[src/rtl/pc_sequencer.sv]
// pc_sequencer: next-PC selection and boot/run/trap/halt sequencing for the
// single-cycle core. pc_next and inst_valid are combinational; state, epc,
// cause and the retired-instruction count are registered here, while the PC
// register itself lives outside and captures pc_next on the same edge.
module pc_sequencer #(
  parameter logic [31:0] RESET_VECTOR = 32'h0000_0000,
  parameter logic [31:0] TRAP_VECTOR  = 32'h0000_0080,
  parameter int          BOOT_CYCLES  = 2
) (
  input  logic        clk,
  input  logic        clr,
  input  logic [31:0] pc_cur,
  input  logic        stall,
  input  logic        branch_taken,
  input  logic [31:0] branch_target,
  input  logic        jump,
  input  logic [31:0] jump_target,
  input  logic        eret,
  input  logic        trap,
  input  logic        halt,
  input  logic        resume,
  output logic [31:0] pc_next,
  output logic        inst_valid,
  output logic [31:0] epc,
  output logic [1:0]  cause,
  output logic [1:0]  state,
  output logic [31:0] retired
);

  typedef enum logic [1:0] {
    BOOT = 2'b00,
    RUN  = 2'b01,
    TRAP = 2'b10,
    HALT = 2'b11
  } state_t;

  // One spare bit so the counter can step past BOOT_CYCLES-1 without aliasing.
  localparam int CW = $clog2(BOOT_CYCLES) + 1;
  localparam logic [CW-1:0] BOOT_LAST = CW'(BOOT_CYCLES - 1);

  state_t        st, st_nxt;
  logic [CW-1:0] boot_cnt;
  logic [31:0]   target;
  logic          redirect;
  logic          retire;
  logic          trap_take;
  logic [1:0]    trap_code;

  assign state = st;

  // Next-PC, validity and next-state selection for the current cycle.
  always_comb begin
    pc_next    = pc_cur;
    inst_valid = 1'b0;
    st_nxt     = st;
    retire     = 1'b0;
    trap_take  = 1'b0;
    trap_code  = 2'b00;
    redirect   = eret | jump | branch_taken;
    // eret outranks jump, which outranks a taken branch.
    target     = eret ? epc : (jump ? jump_target : branch_target);
    case (st)
      BOOT: begin
        pc_next = RESET_VECTOR;
        if (boot_cnt == BOOT_LAST) st_nxt = RUN;
      end
      RUN: begin
        inst_valid = 1'b1;
        if (trap) begin
          trap_take = 1'b1;
          trap_code = 2'b01;
        end else if (stall) begin
          pc_next = pc_cur;
        end else if (redirect) begin
          // A misaligned redirect becomes a trap instead of a fetch.
          if (target[1:0] != 2'b00) begin
            trap_take = 1'b1;
            trap_code = 2'b10;
          end else begin
            pc_next = target;
            retire  = 1'b1;
          end
        end else begin
          pc_next = pc_cur + 32'd4;
          retire  = 1'b1;
          if (halt) st_nxt = HALT;
        end
      end
      TRAP: st_nxt = RUN;
      HALT: begin
        if (trap) begin
          trap_take = 1'b1;
          trap_code = 2'b01;
        end else if (resume) begin
          st_nxt = RUN;
        end
      end
      default: st_nxt = BOOT;
    endcase
    if (trap_take) begin
      pc_next = TRAP_VECTOR;
      st_nxt  = TRAP;
    end
  end

  // State, boot counter, trap bookkeeping and retire counter.
  always_ff @(posedge clk or posedge clr) begin
    if (clr) begin
      st       <= BOOT;
      boot_cnt <= '0;
      epc      <= '0;
      cause    <= 2'b00;
      retired  <= '0;
    end else begin
      st <= st_nxt;
      if (st == BOOT) boot_cnt <= boot_cnt + 1'b1;
      if (trap_take) begin
        epc   <= pc_cur;
        cause <= trap_code;
      end
      if (retire) retired <= retired + 32'd1;
    end
  end

endmodule

[config.mk]
export PLATFORM = sky130hd
export DESIGN_NAME = pc_sequencer
export DESIGN_NICKNAME = d
export VERILOG_FILES = /design/src/rtl/pc_sequencer.sv
export SDC_FILE = /design/constraint.sdc
export NUM_CORES = 1
export LEC_CHECK = 0
export CORE_ASPECT_RATIO = 1.2
export CORE_MARGIN = 5
export CORE_UTILIZATION = 53
export DETAILED_ROUTE_END_ITERATION = 10
export DONT_BUFFER_PORTS = 1
export PLACE_DENSITY = 0.71
export SLEW_MARGIN = 20
export SYNTH_ARGS = -nofsm -noshare
export SYNTH_HDL_FRONTEND = slang
export SYNTH_SLANG_ARGS = --single-unit
[constraint.sdc]
create_clock -name clk -period 2.3 [get_ports clk]
set_clock_uncertainty 0.15 [all_clocks]
set_input_delay 0.46 -clock clk [delete_from_list [all_inputs] [get_ports clk]]
set_output_delay 0.46 -clock clk [all_outputs]
set_load 0.02 [all_outputs]
==> Yosys cells after proc, flatten, opt, wreduce, memory -nomap -nowiden <==
Cells that the tools add are included.
{ "op_classes": {"addsub": 3, "multipliers": 0, "div": 0, "order_cmp": 0, "eq_ne": 11, "n_shift": 0, "mux": 35, "n_bitwise": 2, "reduce_logical": 3} }
{ "ops": {"columns": ["cell", "n"], "rows": [
  ["$mux W32", 7],
  ["$pmux W32 S2", 1],
  ["$add A32 B1 Y32 const B", 1],
  ["$add A32 B3 Y32 const B", 1],
  ["$mux W2", 12],
  ["$ne A3 B3 Y1 const B", 7],
  ["$mux W1", 12],
  ["$pmux W2 S4", 1],
  ["$reduce_and A7 Y1", 1],
  ["$eq A2 B1 Y1 const B", 2],
  ["$eq A2 B2 Y1 const B", 2],
  ["$pmux W2 S2", 1],
  ["$add A2 B1 Y2 const B", 1],
  ["$logic_not A2 Y1", 1],
  ["$or A1 B1 Y1", 2],
  ["$pmux W1 S2", 1],
  ["$reduce_bool A2 Y1", 1]
]} }
{ "totals": {"regBits": 70, "latch_bits": 0, "ramBits": 0, "mem_bits_ro": 0, "input_bits": 105, "out_inout_bits": 101, "wordCells": 59, "n_memories": 0} }

==> Logic depth before layout (Yosys ltp) <==
Gate-level depths: netlist of run 1.
{ "logic_depth": {"word_depth": 10, "ltp_mapped": 11, "ltp_nobuf": 8} }

==> Worst setup path after synthesis of run 1 <==
Ideal clock, no wire load.
{ "synth_path": {"kind": "input to output", "startpoint": "in jump", "endpoint": "out pc_next[13]", "arrival_ns": 2.163, "required_ns": 1.690, "slack_ns": -0.473, "path_stages": 8, "path_buffers": 2, "path_cell_list": "buf_2 or3_1 clkbuf_2 nor2_4 and3_1 a21o_1 a21oi_1 nor3_1"} }
{ "synth_between": {"elab_chain_len": 9, "word_cells_on_any_way": 16, "cone_classes": "mux (13); bitwise (2); reduce/logical (1)"} }
{ "synth_rtl": {"columns": ["item", "line_no", "text"], "rows": [
  ["start, declared", "16", "input logic jump,"],
  ["$mux W32 (2 in a row)", "61", "target = eret ? epc : (jump ? jump_target : branch_target);"],
  ["$reduce_bool A2 Y1", "76", "if (target[1:0] != 2'b00) begin"],
  ["$mux W32 or $mux W1 (tied branches)", "76", null],
  ["$mux W32 or $mux W1 (tied branches)", "74", "end else if (redirect) begin"],
  ["$mux W32 or $mux W1 (tied branches)", "72", "end else if (stall) begin"],
  ["$mux W32 or $mux W1 (tied branches)", "69", "if (trap) begin"],
  ["$pmux W32 S2 or $pmux W1 S2 (tied branches)", "62", "case (st)"],
  ["$mux W32 (*)", "100", "if (trap_take) begin"],
  ["end, declared", "22", "output logic [31:0] pc_next,"]
]} }
Mark *: on every way between the ends. The rest lies on a longest branch, timed or not.

==> Worst setup path after layout of run 1 <==
{ "layout_path": {"startpoint": "reg epc[1]", "endpoint": "out pc_next[14]"} }
{ "layout_between": {"elab_chain_len": 8, "word_cells_on_any_way": 13, "cone_classes": "mux (12); reduce/logical (1)"} }
{ "layout_rtl": {"columns": ["item", "line_no", "text"], "rows": [
  ["start, declared", "24", "output logic [31:0] epc,"],
  ["start signal, assigned", "118", "epc <= pc_cur;"],
  ["$mux W32 (*)", "61", null],
  ["$reduce_bool A2 Y1 (*)", "76", null],
  ["$mux W32 or $mux W1 (tied branches)", "76", null],
  ["$mux W32 or $mux W1 (tied branches)", "74", null],
  ["$mux W32 or $mux W1 (tied branches)", "72", null],
  ["$mux W32 or $mux W1 (tied branches)", "69", null],
  ["$pmux W32 S2 or $pmux W1 S2 (tied branches)", "62", null],
  ["$mux W32 (*)", "100", null]
]} }
Marked as above.

==> results of run 1 <==
final cells by class:
cell class              count  share of cell area
multi-input cells         532               0.511
repair buffers            156               0.188
well taps                 123              0.0201
flip-flops and latches     70               0.230
clock inverters             5              0.0108
clock buffers              11              0.0317
inverters                  15             0.00818
stage by stage:
stage	util	instance area (um^2)	instances	setup WS (ns)	setup TNS (ns)
floorplan	-	5580	658	-0.188	-2.80
global placement	0.672	6460	864	-0.250	-4.01
detailed placement	0.672	6460	864	-0.248	-4.84
CTS	0.741	7120	890	-0.464	-12.04
global route	0.796	7650	912	-0.592	-15.61
finish	0.796	7650	912	-0.527	-12.99
flip-flops by register name, indices dropped and copies added (netlist names):
signal / cells
boot_cnt: 2
cause: 2
retired: 32
epc: 32
state: 2
routing by layer:
metal | part of all wire | up-vias | track usage
li1 | - | 2638 | -
met1 | 0.34 | 2870 | 0.374
met2 | 0.47 | 511 | 0.531
met3 | 0.12 | 141 | 0.0877
met4 | 0.067 | 0 | 0.165
met5 | 0 | - | 0
critical path: stages (launching register included):
cell,delay [ns]
dfrtp_2,0.43
o21ai_4,0.22
o211ai_4,0.15
or3_4,0.37
buf_8,0.16
a2bb2oi_2,0.13
o21ai_1,0.12
o211a_1,0.29
worst max path at each step:
stage | from | cells past startpoint | slack, ns | to
floorplan | jump | 5 | -0.19 | pc_next[24]
global placement | branch_target[0] | 7 | -0.25 | pc_next[10]
detailed placement | jump_target[0] | 8 | -0.25 | pc_next[18]
CTS | epc[0] | 7 | -0.46 | pc_next[14]
global route | epc[1] | 7 | -0.59 | pc_next[14]
finish | epc[1] | 7 | -0.53 | pc_next[14]
power groups by stage:
stage | Sequential (mW) | Clock, mW | Combinational (mW)
after global routing | 2.39 | 1.63 | 4.50
after global placement | 2.34 | 0 | 3.14
after CTS | 2.33 | 1.56 | 3.51
final | 2.34 | 1.56 | 4.28
after floorplan | 2.29 | 0 | 2.17
after detailed placement | 2.35 | 0 | 3.22
synth_stat cells, drive strengths merged, types with 9 or more instances:
cell	instances	share of area
nand4	18	0.024
nor2	31	0.025
clkbuf	14	0.010
o21ai	45	0.046
nand3	27	0.026
and3	23	0.028
buf	27	0.032
mux2i	26	0.050
nor3	16	0.025
o211ai	9	0.014
inv	15	0.011
and4	9	0.016
xnor2	28	0.047
a31oi	14	0.017
a21oi	38	0.036
nand2	155	0.11
dfrtp	70	0.33
timing repair:
item	in CTS	in global routing
gates cloned	0	4
setup endpoints to repair	32	50
pin swaps	26	45
hold endpoints to repair	21	0
gates resized for setup	61	54
hold buffers	1	0
buffers inserted	10	24
cells by family (layout without fill, tap and decap cells):
family,after synthesis,in the layout,share of synthesized area
xor gates and xnor gates,34,34,0.0568
muxes,26,26,0.0496
and+or+nand+nor,306,306,0.295
buffers and inverters,56,187,0.0527
AOI/OAI and AO/OA,163,163,0.205
DFF,70,70,0.334
adders and majority gates,3,3,0.00716
==> results list, run 1 <==
- Synthesis inferred 70 register bits.
- Class of the tightest hold or removal check: input pin to flip-flop
- Most frequently used flop master after synthesis: dfrtp_1
* Via count of the first global-routing pass: 5,774
- Once routing completed, OpenROAD measured the worst setup slack at -0.527 ns.
* H-tree depth: 3
- After the first detailed-routing iteration, the DRC count stood at 640.
- Post-synthesis average cell area: 7.97 um^2
- After the last flow step, the layout net total stands at 892.
- For this run, the total global-route usage over all layers was measured as 0.320.
- Of the total power, combinational logic draws 0.523.
- In the final layout, flip-flops and latches occupy 1760 um^2.
* Area of the multi-input gates: 3910 um^2
* Routed via count: 6,160
- For this run, design rule violations remaining after detail routing come to 0.
- TritonRoute pass-1 iters: 5
- Measured against its own limit, the worst slew margin works out to 0.613.
* Master cell of the clock root buffer: clkbuf_16
- Of the total power, the share spent switching nets is 0.460.
- Worst hold path depth: 2
- Dividing total power by cell area gives a power density of 1070 nW/um^2.
- Port-buffer cells: 0
- Worst-case hold slack: 0.0790 ns
- Global-route wire length before repair: 30,300 um
* Category of the worst setup path capture point: primary output
- Sink of the worst hold path: epc[6]
* Routability cong.: 0.961
- For the worst flop-to-flop path, the logic depth is 10.
- Bufs on Longest Clock Path: 2
- From synthesis to final layout, the design area changed by 45.8%.
- Die W: 101 um
- Yosys warning total: 0
- At the worst endpoint, the arrival time is 2.22 ns.
* Post-detailed-route wirelength per cell: 23.6 um
- The worst register-to-register path begins at epc[1].
- Most common library cell in the layout ignoring fill and taps: nand2_1
- Failing checks: negative setup slack
* Final-report max-slew violation count: 0
* Die H: 119 um
* Final hold violation count: 0
- Worst VDD drop: 717 uV
- The internal power of the cells totals 4.42 mW.
* Antenna-violating nets left: 0
- Source of the worst hold timing path: pc_cur[6]
* Floorplan die area: 12,000 um^2
* DP Wirelength: 14,800 um
- TritonCTS created 9 clock buffers.
- Ports placed on the boundary: 206
* Number of antenna violations at the first check in global routing: 0
- Of all nets on the critical path, the largest fanout is 8.
* Most frequent cells in the layout: nand2_1, buf_4, dfrtp_1
- Counting flops with an async set or reset pin after synthesis yields a share of 1.00.
- Startpoint kind of the worst setup timing path: flip-flop
* Proportion of power drawn by flip-flops and latches: 0.286
* Post-synth EDFFs: 0
- Avg Vias per Cell: 6.75
- Of the total power, the clock network draws 0.190.
- Final number of setup-violating endpoints: 41
* Share of the yosys chip area belonging to registers: 0.334
- TritonCTS clock tree: built
* Maximum number of pins on one net before global-route repair: 41
- For the pin with the worst max-slew slack, the measured transition is 0.579 ns.
* Total design power: 8.18 mW
- Cell leakage power: 3.42 nW
- Final worst path period need: 2.83 ns
* Insertion delay of the later-clocked pin in the worst-skew pair: 0.34 ns
- Reg2Reg Capture Point: retired[31]
- Maxcap violations: 0
- Of the available clock period, the critical path in the final layout requires 1.23.
* Post-Syn Nets: 766
- Highest clock frequency the design can meet: 354 MHz
- Summing every instance area after synthesis gives 5250 um^2.
- Counting every instance in the synthesized netlist gives 658.
- In this run the standard cell core region covers 9610 um^2.
- Setup repair after global routing could not meet its margin everywhere.
- For this configuration, the core starts out at a cell density of 0.546.
* Ratio of cells with drive above 1 in the final layout: 0.369
* Wire length reported by the detailed router: 21,500 um
- Critical setup path kind: flip-flop to primary output
- Global routing finished with a remaining overflow of 0.
* Fillers: 605
- Outcome: finished, violations left
* CTS clock-pin slew for the worst setup and hold paths: 0.07 ns
* Required arrival time at the worst endpoint: 1.69 ns
- Number of unique standard cell types used by synthesis: 72
- Number of cell rows: 39
- The repair_antennas step left the layout with diodes totalling 0.
- Slack of the worst reg-to-reg path: -0.06 ns
- In this run the power spent charging and discharging nets is 3.77 mW.
- Number of clock sinks: 70
Power figures use the tool's default switching activity.
==> run 2, diff against run 1 <==
Settings changed: CORE_UTILIZATION 53 to 29, PLACE_DENSITY 0.71 to not set.
==> results list, run 2 (same netlist as run 1, synthesis figures left out) <==
- The design internal power is 4.16 mW (was 4.42 mW).
- The floorplan die height is 157 um (was 119 um).
- Cell leakage power: 3.32 nW (was 3.42 nW)
* Cell area power density: 1040 nW/um^2 (was 1070 nW/um^2)
* Startpoint of the lowest-slack register-to-register path: epc[1] (unchanged)
* Worst slew margin: 0.621 (was 0.613)
- The clock latency on the worst-skew pair came to 0.35 ns (was 0.34 ns).
- The startpoint type of the worst setup path was a flip-flop (unchanged).
- The power after layout is 7.70 mW (was 8.18 mW).
- Final hold violation count: 0 (unchanged)
- Number of antenna violations at the first check in global routing: 0 (unchanged)
- The total via count in the routed design is 5,587 (was 6,160).
- Cell family with most CP delay: compound AO/OA/AOI/OAI gates (unchanged)
* Relative contribution of the clock network to total power: 0.205 (was 0.190)
- Die W: 133 um (was 101 um)
- Number of clock sinks: 70 (unchanged)
- Most common library cell in the layout ignoring fill and taps: nand2_1 (unchanged)
* Final-report max-slew violation count: 0 (unchanged)
- The register share of total power came to 0.304 (was 0.286).
- The overall routed net length is 21,500 um (about the same).
* Worst VDD drop: 436 uV (was 717 uV)
* Drt initial violations: 278 (was 640)
* Port-buffer cells: 0 (unchanged)
- Worst path setup slack after routing: -0.491 ns (was -0.527 ns)
- Switch share: 0.460 (about the same)
* Met3 capacity usage during global routing: 0.0754 (was 0.0877)
- The final clock period utilization by the worst path came to 1.21 (was 1.23).
- H-tree depth: 3 (unchanged)
- The fill cell instance count of the final layout was 1,826 (was 605).
* Class of the tightest hold or removal check: input pin to flip-flop (unchanged)
- Ratio of cells with drive above 1 in the final layout: 0.348 (was 0.369)
- Number of cell rows: 54 (was 39)
* Layout overhead on the synthesized area: 41.5% (was 45.8%)
- Routability cong.: 0.914 (was 0.961)
- The worst hold slack is 0.0746 ns (was 0.0790 ns).
- The routed length per placed instance came to 21.4 um (was 23.6 um).
* Required arrival time at the worst endpoint: 1.69 ns (about the same)
- Master cell of the clock root buffer: clkbuf_16 (unchanged)
- The critical-path maximum fanout is 13 (was 8).
- The switching power total came to 3.54 mW (was 3.77 mW).
- The maximum number of pins on one net before global-route repair is 41 (unchanged).
- Area of the core region: 18,000 um^2 (was 9610 um^2)
- The source of the worst hold timing path was pc_cur[21] (was pc_cur[6]).
- Layout net count: 885 (was 892)
- The DRC violations left is 0 (unchanged).
* Buffer and inverter count on the worst path: 3 (was 1)
- The global-route wire length before repair is 32,200 um (was 30,300 um).
* Met1 usage: 0.219 (was 0.374)
- Highest clock frequency the design can meet: 358 MHz (was 354 MHz)
- The data arrival at the endpoint of the critical path was 2.18 ns (was 2.22 ns).
- Met2 Usage GRT: 0.346 (was 0.531)
* Outcome: finished, violations left (unchanged)
* CTS clock-pin slew for the worst setup and hold paths: 0.06 ns (was 0.07 ns)
* Floorplan die area: 20,900 um^2 (was 12,000 um^2)
- The number of routed nets with antenna violations is 0 (unchanged).
- Cells along the critical path: o21ai_4 -> o211ai_2 -> buf_6 -> nor3_4 -> buf_12 -> o211ai_1 -> a31oi_2 -> buf_4 (was o21ai_4 -> o211ai_4 -> or3_4 -> buf_8 -> a2bb2oi_2 -> o21ai_1 -> o211a_1)
* Antenna diode count: 0 (unchanged)
- Tot GR Track Use: 0.199 (was 0.320)
* Source of the critical timing path: epc[1] (unchanged)
* RSZ-0062 raised after global routing: yes (unchanged)
- The kind of end point of the critical path was a primary output (unchanged).
- Highest-delay cell along the critical path: dfrtp_2 (unchanged)
- Most frequent cells in the layout: nand2_1, buf_4, dfrtp_1 (unchanged)
* Most used routing layer: met2 (unchanged)
* Via count of the first global-routing pass: 5,586 (was 5,774)
- Ports placed on the boundary: 206 (unchanged)
- Avg Vias per Cell: 5.56 (was 6.75)
- The starting utilization of the core area is 0.292 (was 0.546).
* Combinational share of power: 0.491 (was 0.523)
* Final worst path period need: 2.79 ns (was 2.83 ns)
- TritonCTS clock tree: built (unchanged)
- The worst slack after detailed placement is -0.330 ns (was -0.248 ns).
* Final number of setup-violating endpoints: 32 (was 41)
- The number of buffers added by the clock tree synthesis step was 9 (unchanged).
- The maximum clock path buffer count is 2 (unchanged).
* TritonRoute pass-1 iters: 5 (unchanged)
* Tightest Pin Transition: 0.566 ns (was 0.579 ns)
- The remaining global-route overflow was 0 (unchanged).
* Maxcap violations: 0 (unchanged)
- Sum of negative setup slack: -12.79 ns (was -12.99 ns)
- Delay contributed by the slowest stage of the critical path: 0.42 ns (was 0.43 ns)
- The type of the worst setup path is flip-flop to primary output (unchanged).
- Largest registers: epc x32, retired x32 (unchanged).
- Failing checks: negative setup slack (unchanged).
- The HPWL reported at the end of detailed placement was 16,700 um (was 14,800 um).
run 2: cell count changes in the layout (fill, tap and decap cells not counted), sizes merged:
cell / previous run / this run
buf: 152 / 148
clkinvlp: 1 / 2
clkbuf: 14 / 12
clkinv: 3 / 0
run 2: path summary, 6_finish.rpt:
kind,end,slack [ns],cells after the start
worst max-delay path,pc_next[31],-0.49,8
worst min-delay path,epc[21],0.07,2
worst max register to register,retired[25],0.02,11
worst min register to register,boot_cnt[0],0.33,1
max in group asynchronous,state[0],1.00,3
min in group asynchronous,epc[17],0.45,2
run 2: through the flow:
stage	instances	cell area (um^2)	utilization
2_1_floorplan	658	5580	-
3_3_place_gp	981	6770	0.377
3_5_place_dp	981	6770	0.377
4_1_cts	1002	7270	0.405
5_1_grt	1005	7420	0.413
6_report	1005	7420	0.413
run 2: worst register-to-register path, stage by stage, from the launching register on:
cell and delay (ns):
dfrtp_2 0.42, o21ai_4 0.21, buf_4 0.14, buf_4 0.10, buf_6 0.09, o2111ai_4 0.13, nand2b_4 0.20, buf_6 0.15
nor3_4 0.15, buf_12 0.16, nand4_1 0.11, xnor2_1 0.15
run 2: power groups by stage:
| stage | Combinational [mW] | Clock (mW) | Sequential, mW |
|---|---|---|---|
| after floorplan | 2.17 | 0 | 2.29 |
| after global placement | 3.49 | 0 | 2.36 |
| after detailed placement | 3.52 | 0 | 2.37 |
| after CTS | 3.68 | 1.61 | 2.35 |
| after global routing | 4.06 | 1.67 | 2.40 |
| final | 3.78 | 1.58 | 2.34 |
run 2: cell type report:
| class | instances | area, um^2 | share of cell area |
|---|---|---|---|
| flip-flops and latches | 70 | 1760 | 0.237 |
| multi-input cells | 532 | 3700 | 0.499 |
| clock inverters | 3 | 67.6 | 0.00910 |
| inverters | 15 | 62.6 | 0.00843 |
| repair buffers | 149 | 1290 | 0.175 |
| well taps | 224 | 280 | 0.0378 |
| clock buffers | 12 | 256 | 0.0346 |
run 2: repair_timing:
| action | 4_1_cts | 5_1_grt |
|---|---|---|
| gates resized for setup | 37 | 27 |
| pin swaps | 20 | 19 |
| setup buffers | 7 | 4 |
| hold endpoints to repair | 11 | 0 |
| hold buffers | 1 | 0 |
| setup endpoints to repair | 32 | 43 |
run 2: per-layer routing:
layer,wire [um],part of all wire
met5,0,0
met4,675,0.031
met3,1880,0.087
met2,10500,0.49
met1,8390,0.39
==> run 3, diff against run 2 <==
Settings changed: ABC_AREA set to 1, TNS_END_PERCENT set to 20.
Clock period 2.3 ns to 3.2 ns, I/O delays scaled along.
==> results list, run 3 <==
- Outcome: finished clean (was finished, violations left)
- The worst hold slack is 0.131 ns (was 0.0746 ns).
- Number of unique standard cell types used by synthesis: 39 (was 72)
* TritonCTS clock tree: built (unchanged)
* Routability cong.: 0.947 (was 0.914)
- Fillers: 2,210 (was 1,826)
* Multiplexer share of the synthesized area: 0 (was 0.0496)
* DRC Markers: 0 (unchanged)
- The post-synthesis instance total came to 917 (was 658).
- The final setup violation count is 0 (was 32).
- Post-synthesis average cell area: 6.23 um^2 (was 7.97 um^2)
- Critical setup path kind: input pin to primary output (was flip-flop to primary output)
- The starting utilization of the core area is 0.293 (was 0.292).
* Number of cell rows: 56 (was 54)
- Tot GR Track Use: 0.226 (was 0.199)
- Cell leakage power: 3.13 nW (was 3.32 nW)
- The sink count of the clock tree is 70 (unchanged).
- Most common library cell in the layout ignoring fill and taps: nand2_1 (unchanged)
* Synthesized-area fraction occupied by adder cells: 0.00657 (was 0.00716)
- The post-synth net total came to 1,025 (was 766).
- TritonRoute pass-1 iters: 5 (unchanged)
- Layout net count: 1,062 (was 885)
- The data arrival at the endpoint of the critical path was 2.22 ns (was 2.18 ns).
- The worst hold path class is input pin to asynchronous set/reset pin (was input pin to flip-flop).
- The cell family with the largest share of critical-path delay was simple AND/OR/NAND/NOR gates (was compound AO/OA/AOI/OAI gates).
- Share of the yosys chip area belonging to registers: 0.307 (was 0.334)
- Wire length reported by the detailed router: 26,100 um (was 21,500 um)
- Combinational family with the most area after synthesis: simple AND/OR/NAND/NOR gates (unchanged)
- Most frequent cells after synthesis: nand2_1, nor2_1, dfrtp_1 (was nand2_1, dfrtp_1, a21oi_1, o21ai_0, nor2_1).
- Count of buffers added by post-CTS timing repair for setup: 0 (was 7)
- Pre-CTS setup slack: 0.0729 ns (was -0.330 ns)
* Die W: 138 um (was 133 um)
- The floorplan die height is 164 um (was 157 um).
* Layout overhead on the synthesized area: 17.6% (was 41.5%)
* Required arrival time at the worst endpoint: 2.41 ns (was 1.69 ns)
* Largest registers: epc x32, retired x32 (unchanged)
- Bufs on Longest Clock Path: 2 (unchanged)
* Placed cell count: 1,203 (was 981)
- Cell mode on critical path: nor2_1
- Area of the core region: 19,500 um^2 (was 18,000 um^2)
- Cells along the critical path: ha_1 -> nand2_1 -> nor2_2 -> nand2_2 -> nor2_1 -> nand2_1 -> nor2_1 -> nand4_1 -> nand3_1 -> o21ai_0 -> inv_1 -> nor2_1 -> buf_4 (was o21ai_4 -> o211ai_2 -> buf_6 -> nor3_4 -> buf_12 -> o211ai_1 -> a31oi_2 -> buf_4).
- Tightest Pin Transition: 0.732 ns (was 0.566 ns)
* Final hold violation count: 0 (unchanged)
- CTS clock-pin slew for the worst setup and hold paths: 0.08 ns (was 0.06 ns)
- The most instantiated flip-flop cell in the synthesis netlist is dfrtp_1 (unchanged).
- The number of routed nets with antenna violations is 0 (unchanged).
- The headroom to the max-slew limit came to 0.511 (was 0.621).
- The port buffer count is 0 (unchanged).
* Master cell of the clock root buffer: clkbuf_16 (unchanged)
* Post-synth EDFFs: 0 (unchanged)
* Most frequent cells in the layout: nand2_1, nor2_1, dfrtp_1 (was nand2_1, buf_4, dfrtp_1)
- Via count of the first global-routing pass: 6,334 (was 5,586)
- Non-filler cells, final: 1,222 (was 1,005)
- The area share of the largest cell type after synthesis came to 0.307 (was 0.334).
- Highest-delay cell along the critical path: nor2_1 (was dfrtp_2)
- The most common cell in the netlist was nand2_1 (unchanged).
* DP Wirelength: 20,500 um (was 16,700 um)
* Ratio of cells with drive above 1 in the final layout: 0.111 (was 0.348)
* Worst VDD drop: 314 uV (was 436 uV)
* Worst path setup slack after routing: 0.192 ns (was -0.491 ns)
- The maximum level of the CTS H-tree came to 3 (unchanged).
- The proportion of register bits with asynchronous set or reset after synthesis came to 1.00 (unchanged).
* Maxcap violations: 0 (unchanged)
- Most area-hungry cell type in the Yosys netlist: dfrtp_1 (unchanged)
* Sum of negative setup slack: 0 ns (was -12.79 ns)
- The final max-slew violation count was 0 (unchanged).
- Post-detailed-route wirelength per cell: 21.4 um (about the same)
- The count of boundary I/O pins is 206 (unchanged).
- The startpoint type of the worst setup path is an input pin (was flip-flop).
* Floorplan die area: 22,600 um^2 (was 20,900 um^2)
- The synthesized-area fraction occupied by ao, oa, aoi and oai cells is 0.136 (was 0.205).
* Overflow after GRT: 0 (unchanged)
* Delay contributed by the slowest stage of the critical path: 0.23 ns (was 0.42 ns)
- Static timing analysis puts the maximum clock frequency at 332 MHz.
* Total standard cell area after synthesis: 5710 um^2 (was 5250 um^2)
* Post-synthesis xor/xnor area fraction: 0.0490 (was 0.0568)
- Final worst path period need: 3.01 ns
- Avg Vias per Cell: 5.31 (was 5.56)
* Worst-path maximum fanout: 6 (was 13)
- Register bit count reported by yosys: 70 (unchanged)
- The clock latency on the worst-skew pair was 0.36 ns (was 0.35 ns).
* Simple-gate area share of the yosys netlist: 0.418 (was 0.295)
- Drt initial violations: 548 (was 278)
* Synth top area cells: dfrtp_1, nand2_1, nor2_1, nand3_1, o21ai_0 (was dfrtp_1, nand2_1, mux2i_1, xnor2_1, a21oi_1)
- Yosys warning total: 0 (unchanged)
- The maximum number of pins on one net before global-route repair is 39 (was 41).
- The power after layout was 4.89 mW (was 7.70 mW).
- Category of the worst setup path capture point: primary output (unchanged)
- The global-route wire length before repair is 39,400 um (was 32,200 um).
* TritonCTS buffer count: 9 (unchanged)
- The number of antenna violations at the first check in global routing is 1 (was 0).
- The combined buffer and inverter count along the critical path is 2 (was 3).
* Cell area power density: 727 nW/um^2 (was 1040 nW/um^2)
* Final cycle utilization of the critical path: 0.940
- Routed via count: 6,483 (was 5,587)
## run 3: power by group
part | internal (mW) | switching [mW] | total (mW)
logic | 0.753 | 1.34 | 2.09
clock network | 0.556 | 0.497 | 1.05
registers | 1.14 | 0.597 | 1.74
## run 3: layout make-up
type                    count  area (um^2)  area share
clock inverters             7         76.3      0.0114
flip-flops and latches     70         1750       0.261
well taps                 261          327      0.0486
diodes                      2         5.00    0.000745
multi-input cells         735         3500       0.521
inverters                  71          267      0.0397
repair buffers             67          569      0.0847
clock buffers               9          225      0.0335
## run 3: worst paths after layout
| check | from | endpoint | slack [ns] | cells past startpoint |
|---|---|---|---|---|
| max | pc_cur[2] | pc_next[22] | 0.19 | 13 |
| min | clr | retired[12] | 0.13 | 1 |
| max reg2reg | retired[0] | retired[23] | 0.82 | 9 |
| min reg2reg | boot_cnt[0] | boot_cnt[0] | 0.34 | 1 |
| max in group asynchronous | clr | epc[1] | 2.06 | 2 |
| min in group clk | pc_cur[6] | epc[6] | 0.26 | 2 |
## run 3: timing repair
action	CTS	global route
resized for setup	0	9
gates cloned	1	0
endpoints found under the setup margin	6	32
hold buffers	0	0
pin swaps	0	0
## run 3: layer usage
metal,vias up,wire [um],track usage
li1,3078,-,-
met1,3032,9990,0.257
met2,323,12600,0.386
met3,50,2590,0.0833
met4,0,958,0.0948
met5,-,0,0
## run 3: cell families after synthesis
kind of cell | count (synthesis)
AOI/OAI and AO/OA | 137
adders and majority gates | 3
xor gates and xnor gates | 32
DFF | 70
and+or+nand+nor | 563
buffers and inverters | 112
## run 3: per-stage QoR
step | cell area, um^2 | utilization
global placement | 6360 | 0.327
detailed placement | 6360 | 0.327
global route | 6720 | 0.345
floorplan | 5710 | -
CTS | 6700 | 0.344
finish | 6720 | 0.345
